File: src/rtl/sync_fifo_pkg.sv
// Shared types and helpers for the synchronous receive FIFO.
// Optional FWFT read mode is selected by SYNC_RX_FIFO_FWFT_EN.
package sync_fifo_pkg;

  localparam int FIFO_WIDTH_DEF = 4;
  localparam int DEPTH_DEF = 1 << FIFO_WIDTH_DEF;

  typedef logic [FIFO_WIDTH_DEF:0] fifo_cnt_t;

  typedef struct packed {
    logic empty;
    logic full;
    logic almost_full;
    logic overflow;
    logic underflow;
  } fifo_flags_t;

  function automatic int fifo_depth(input int w);
    return 1 << w;
  endfunction

endpackage

File: src/rtl/fifo_dpram.sv
// DEPTH x DATA_BITS storage, one write port and one read port.
// SYNC_RX_FIFO_FWFT_EN makes the read port asynchronous.
module fifo_dpram
  import sync_fifo_pkg::*;
#(
  parameter int DATA_BITS = 8,
  parameter int ADDR_BITS = 4
) (
  input  logic                 clk,
  input  logic                 rst_n,
  input  logic                 we,
  input  logic [ADDR_BITS-1:0] waddr,
  input  logic [DATA_BITS-1:0] wdata,
  input  logic                 re,
  input  logic [ADDR_BITS-1:0] raddr,
  output logic [DATA_BITS-1:0] rdata
);

  localparam int DEPTH = fifo_depth(ADDR_BITS);

  logic [DATA_BITS-1:0] mem [DEPTH];

  always_ff @(posedge clk) begin
    if (we) mem[waddr] <= wdata;
  end

`ifdef SYNC_RX_FIFO_FWFT_EN
  logic unused_rd;
  assign unused_rd = re ^ rst_n;
  assign rdata = mem[raddr];
`else
  // Output register is reset even though the array is not.
  always_ff @(posedge clk or negedge rst_n) begin
    if (!rst_n) begin
      rdata <= '0;
    end else if (re) begin
      rdata <= mem[raddr];
    end
  end
`endif

endmodule

File: src/rtl/sync_rx_fifo.sv
// Synchronous receive FIFO with count, flags and sticky errors.
// Define SYNC_RX_FIFO_FWFT_EN for first-word-fall-through reads.
module sync_rx_fifo
  import sync_fifo_pkg::*;
#(
  parameter int DATA_BITS  = 8,
  parameter int FIFO_WIDTH = 4,
  parameter int AF_THRESH  = 2**(FIFO_WIDTH-1)
) (
  input  logic                 clk,
  input  logic                 rst_n,
  input  logic [DATA_BITS-1:0] Rx_Data,
  input  logic                 Push,
  input  logic                 Pop,
  input  logic                 Clr_Flags,
  input  logic                 BIST_Mode,
  output logic [DATA_BITS-1:0] Data_Out,
  output logic                 Data_Valid,
  output logic                 FIFO_Empty,
  output logic                 FIFO_Full,
  output logic                 Almost_Full,
  output logic                 FIFO_Overflow,
  output logic                 FIFO_Underflow,
  output logic [FIFO_WIDTH:0]  Count
);

  localparam int DEPTH = fifo_depth(FIFO_WIDTH);

  typedef logic [FIFO_WIDTH:0] cnt_t;

  localparam cnt_t FULL_CNT = cnt_t'(DEPTH);
  localparam cnt_t AF_CNT   = cnt_t'(AF_THRESH);

  if (AF_THRESH < 1 || AF_THRESH > DEPTH) begin : g_bad_af
    $error("sync_rx_fifo: AF_THRESH must be within 1..DEPTH");
  end

  logic [FIFO_WIDTH-1:0] wr_ptr;
  logic [FIFO_WIDTH-1:0] rd_ptr;
  cnt_t                  cnt;
  cnt_t                  cnt_nxt;
  fifo_flags_t           flags;
  fifo_flags_t           flags_nxt;
  logic                  act;
  logic                  is_empty;
  logic                  is_full;
  logic                  push_ok;
  logic                  pop_ok;
  logic                  ovf_ev;
  logic                  udf_ev;
  logic [DATA_BITS-1:0]  rdata;

  // A pop on a full FIFO frees the slot the same-cycle push uses.
  always_comb begin
    act      = !BIST_Mode;
    is_empty = (cnt == '0);
    is_full  = (cnt == FULL_CNT);
    pop_ok   = act && Pop && !is_empty;
    push_ok  = act && Push && (!is_full || pop_ok);
    ovf_ev   = act && Push && !push_ok;
    udf_ev   = act && Pop && is_empty;
  end

  always_comb begin
    cnt_nxt = cnt;
    unique case (1'b1)
      (push_ok && !pop_ok): cnt_nxt = cnt + cnt_t'(1);
      (pop_ok && !push_ok): cnt_nxt = cnt - cnt_t'(1);
      default: ;
    endcase
  end

  always_comb begin
    flags_nxt             = '0;
    flags_nxt.empty       = (cnt_nxt == '0);
    flags_nxt.full        = (cnt_nxt == FULL_CNT);
    flags_nxt.almost_full = (cnt_nxt >= AF_CNT);
    flags_nxt.overflow    = ovf_ev |
                            (flags.overflow & !Clr_Flags);
    flags_nxt.underflow   = udf_ev |
                            (flags.underflow & !Clr_Flags);
  end

  always_ff @(posedge clk or negedge rst_n) begin
    if (!rst_n) begin
      wr_ptr <= '0;
      rd_ptr <= '0;
      cnt    <= '0;
      flags  <= '{1'b1, 1'b0, 1'b0, 1'b0, 1'b0};
    end else begin
      if (push_ok) wr_ptr <= wr_ptr + 1'b1;
      if (pop_ok)  rd_ptr <= rd_ptr + 1'b1;
      cnt   <= cnt_nxt;
      flags <= flags_nxt;
    end
  end

  fifo_dpram #(
    .DATA_BITS (DATA_BITS),
    .ADDR_BITS (FIFO_WIDTH)
  ) u_ram (
    .clk   (clk),
    .rst_n (rst_n),
    .we    (push_ok),
    .waddr (wr_ptr),
    .wdata (Rx_Data),
    .re    (pop_ok),
    .raddr (rd_ptr),
    .rdata (rdata)
  );

`ifdef SYNC_RX_FIFO_FWFT_EN
  assign Data_Out   = flags.empty ? '0 : rdata;
  assign Data_Valid = !flags.empty;
`else
  logic dvalid;

  always_ff @(posedge clk or negedge rst_n) begin
    if (!rst_n) begin
      dvalid <= 1'b0;
    end else begin
      dvalid <= pop_ok;
    end
  end

  assign Data_Out   = rdata;
  assign Data_Valid = dvalid;
`endif

  assign FIFO_Empty     = flags.empty;
  assign FIFO_Full      = flags.full;
  assign Almost_Full    = flags.almost_full;
  assign FIFO_Overflow  = flags.overflow;
  assign FIFO_Underflow = flags.underflow;
  assign Count          = cnt;

endmodule

File: config.mk
export PLATFORM = sky130hd
export DESIGN_NAME = sync_rx_fifo
export DESIGN_NICKNAME = d
export VERILOG_FILES = /design/src/rtl/sync_fifo_pkg.sv /design/src/rtl/fifo_dpram.sv /design/src/rtl/sync_rx_fifo.sv
export SDC_FILE = /design/constraint.sdc
export NUM_CORES = 1
export LEC_CHECK = 0
export ABC_AREA = 1
export CELL_PAD_IN_SITES_DETAIL_PLACEMENT = 0
export CELL_PAD_IN_SITES_GLOBAL_PLACEMENT = 1
export CORE_MARGIN = 1
export CORE_UTILIZATION = 50
export CTS_CLUSTER_SIZE = 16
export DETAILED_ROUTE_END_ITERATION = 10
export PLACE_DENSITY = 0.9
export REMOVE_ABC_BUFFERS = 1
export SETUP_SLACK_MARGIN = 0.4
export SLEW_MARGIN = 10
export SYNTH_ARGS = -nofsm -noshare
export SYNTH_HDL_FRONTEND = slang
export SYNTH_HIERARCHICAL = 1
export SYNTH_SLANG_ARGS = --single-unit
File: constraint.sdc
create_clock -name clk -period 3.4 [get_ports clk]
set_input_delay 1.02 -clock clk [delete_from_list [all_inputs] [get_ports clk]]
set_output_delay 1.02 -clock clk [all_outputs]
set_load 0.01 [all_outputs]
==> impl_metrics.csv <==
group,metric,value,unit
outcome,status,"complete, no violations",
pwr,p_leak,3.08,nW
setup_path,cp.required,3.70,ns
clocking,cts_sinks,155,
clocking,clockBufferDepth,2,
setup_path,crit_path_end_kind,"flop",
final_layout,layout-drive-gt1-share,0.113,
drt,ant_nets,0,
clocking,path_clk_slew,0.06,ns
global_route,track_usage,0.216,
clocking,insertion_delay,0.42,ns
clocking,clock-root-buffer,"clkbuf_16",
place,pre_cts_ws,0.106,ns
drt,avgViaCountPerCell,5.30,
final_layout,layout_common_cells,"nand2_1, edfxtp_1, nand3_1",
clocking,cts_buffers,17,
die,fp.dieH,117,microns
final_layout,fin_cells,828,
setup_path,cp_num_buf_inv,4,
sta,period_needed,2.83,ns
synthesis,ys_seq_elements,155,
setup_path,cp_max_fo,6,
pwr,ir_drop,0.000414,V
clocking,tritoncts,"built",
setup_path,cp_top_family,"simple AND/OR/NAND/NOR gates",
sta,tightest_slew,1.12,ns
job,cap_viol_max_count,0,
synthesis,ys_top_cells_by_area,"edfxtp_1, nand2_1, dfrtp_1, nand3_1, buf_6",
die,die_w,117,microns
synthesis,syn_area_per_cell,11.2,sq um
synthesis,ys_seq_area_frac,0.681,
drt,wl_per_cell,16.2,microns
setup_path,crit_chain,"clkdlybuf4s50_1 -> inv_2 -> nand2_1 -> nand3_2 -> inv_1 -> ha_1 -> a21oi_1 -> nor2_1 -> nor2_1 -> nand2_2 -> nand2_2 -> nand2_1 -> nand2_1 -> nand2_2 -> inv_1 -> nand3_1",
setup_path,cp-start-kind,"primary input",
final_layout,diodes,0,
global_route,grt_pass1_wl,21300,microns
drt,drtPass1Iterations,5,
clocking,post_cts_resize_count,0,
sta,setup_viol,0,
sta,min_period_over_period,0.834,
die,pin_count,33,
die,dieArea,13700,sq um
drt,drt_iter0_drc,358,
place,gp_congestion,0.820,
synthesis,synth_top_area_cell,"edfxtp_1",
pwr,power_density,827,nW/um^2
final_layout,layout_commonest_cell,"nand2_1",
sta,setup_slack,0.566,ns
synthesis,syn_inst,592,
drt,vias,4386,
global_route,grt_max_degree,68,
global_route,grt_overflow,0,
sta,rsz0062_at_grt,"no",
clocking,h-tree-depth,4,
global_route,antenna_found_initial,0,
synthesis,synth_top_area_share,0.579,
sta,fmax,353,MHz
final_layout,nets,663,
drt,wl,13400,microns
setup_path,slowest_stage,"clkdlybuf4s50_1",
place,port_buffers,32,
setup_path,critical-path-max-stage-delay,0.53,ns
sta,hold_viol_final,0,
sta,setup_tns,0,ns
die,num_rows,41,
clocking,cts_hold_buf,0,
place,dp_hpwl,8400,microns
final_layout,area_growth,15.7,%
setup_path,arrival,3.14,ns
place,dp_cells,796,
die,core_area,12800,sq um
final_layout,final_area,7690,sq um
die,start_util,0.520,
drt,drc,0,
global_route,grt_pass1_vias,4351,
sta,fin_skew,0.00433,ns
place,place_area,7110,sq um
clocking,postCtsSetupRepairBufs,0,
sta,slew_headroom,0.255,
synthesis,synth-warning-count,6,
sta,finalMaxSlewViolations,0,
synthesis,syn_area,6640,sq um
min_path,min_path_type,"reg -> reg",
setup_path,worstSetupPathType,"in -> reg",
synthesis,netlist-cell-type-count,25,
worst register-to-register path: cells and delay by family, from the launching register on:
kind / cells / cell delay (ns)
AO/OA/AOI/OAI: 1 / 0.16
adder cells (fa/ha/maj): 1 / 0.41
buffers and inverters: 2 / 0.18
flip-flops: 1 / 0.47
AND/OR/NAND/NOR: 11 / 1.03
routing by layer:
metal	track usage	vias to the layer above	wire length, microns
li1	-	2112	-
met3	0.0525	31	820
met1	0.250	2098	5290
met2	0.370	145	6910
met5	0	-	0
met4	0.123	0	387
final timing paths:
kind | start | to | slack (ns) | cells after the start
worst max-delay path | BIST_Mode | Almost_Full | 0.57 | 16
worst min-delay path | u_ram/rdata[0] | u_ram/rdata[0] | 0.48 | 2
worst max register to register | Count[1] | Almost_Full | 1.04 | 15
worst min register to register | u_ram/rdata[0] | u_ram/rdata[0] | 0.48 | 2
max in group asynchronous | rst_n | FIFO_Empty | 2.12 | 2
min in group asynchronous | rst_n | u_ram/rdata[4] | 0.97 | 2
registers in the layout, indices dropped and copies added (netlist names):
signal          flops
FIFO_Empty          1
wr_ptr              4
Almost_Full         1
rd_ptr              4
Data_Valid          1
u_ram/rdata         8
FIFO_Full           1
Count               5
u_ram/mem         128
FIFO_Underflow      1
FIFO_Overflow       1
metrics by stage:
step                      total power, mW   util  hold slack (ns)
final                                6.36  0.602            0.481
after global routing                 6.73  0.602            0.505
after CTS                            6.37  0.602            0.485
after detailed placement             4.56  0.556            0.469
after global placement               4.50  0.556            0.465
after floorplan                      3.77      -            0.504
kinds of logic after synthesis:
family          share of synthesized area
simple gates                        0.240
flops                               0.681
buf+inv                            0.0522
xor+xnor                           0.0106
fa+ha+maj                          0.0124
compound gates                    0.00452
cells in the mapped netlist:
| master | count |
|---|---|
| nand2_1 | 222 |
| edfxtp_1 | 128 |
| nand3_1 | 109 |
| dfrtp_1 | 26 |
| nor2_1 | 25 |
| inv_1 | 18 |
| buf_6 | 9 |
| buf_4 | 7 |
| clkbuf_8 | 7 |
| xnor2_1 | 6 |
| ha_1 | 5 |
| inv_2 | 5 |
| nand2_2 | 5 |
| a21oi_1 | 3 |
| nor2_2 | 3 |
| buf_2 | 2 |
| nand3_4 | 2 |
| nand4_1 | 2 |
| xor2_1 | 2 |
| dfstp_2 | 1 |
| fa_1 | 1 |
| nand2_4 | 1 |
| nand3_2 | 1 |
| o22ai_1 | 1 |
| o32ai_1 | 1 |
power breakdown:
part | internal [mW] | leakage (nW) | switching, mW
registers | 2.28 | 1.49 | 0.167
logic | 0.726 | 1.30 | 1.38
clock network | 1.11 | 0.295 | 0.696
total | 4.12 | 3.08 | 2.24
area by class of cell:
| cell class | instances | area [sq um] |
|---|---|---|
| multi-input combinational | 389 | 1770 |
| timing repair buffer | 57 | 508 |
| fill | 990 | 5090 |
| clock inverter | 10 | 85.1 |
| sequential | 155 | 4520 |
| inverter | 23 | 86.3 |
| tap | 172 | 215 |
| clock buffer | 22 | 497 |
No activity file was read; power rests on OpenSTA's default activity.
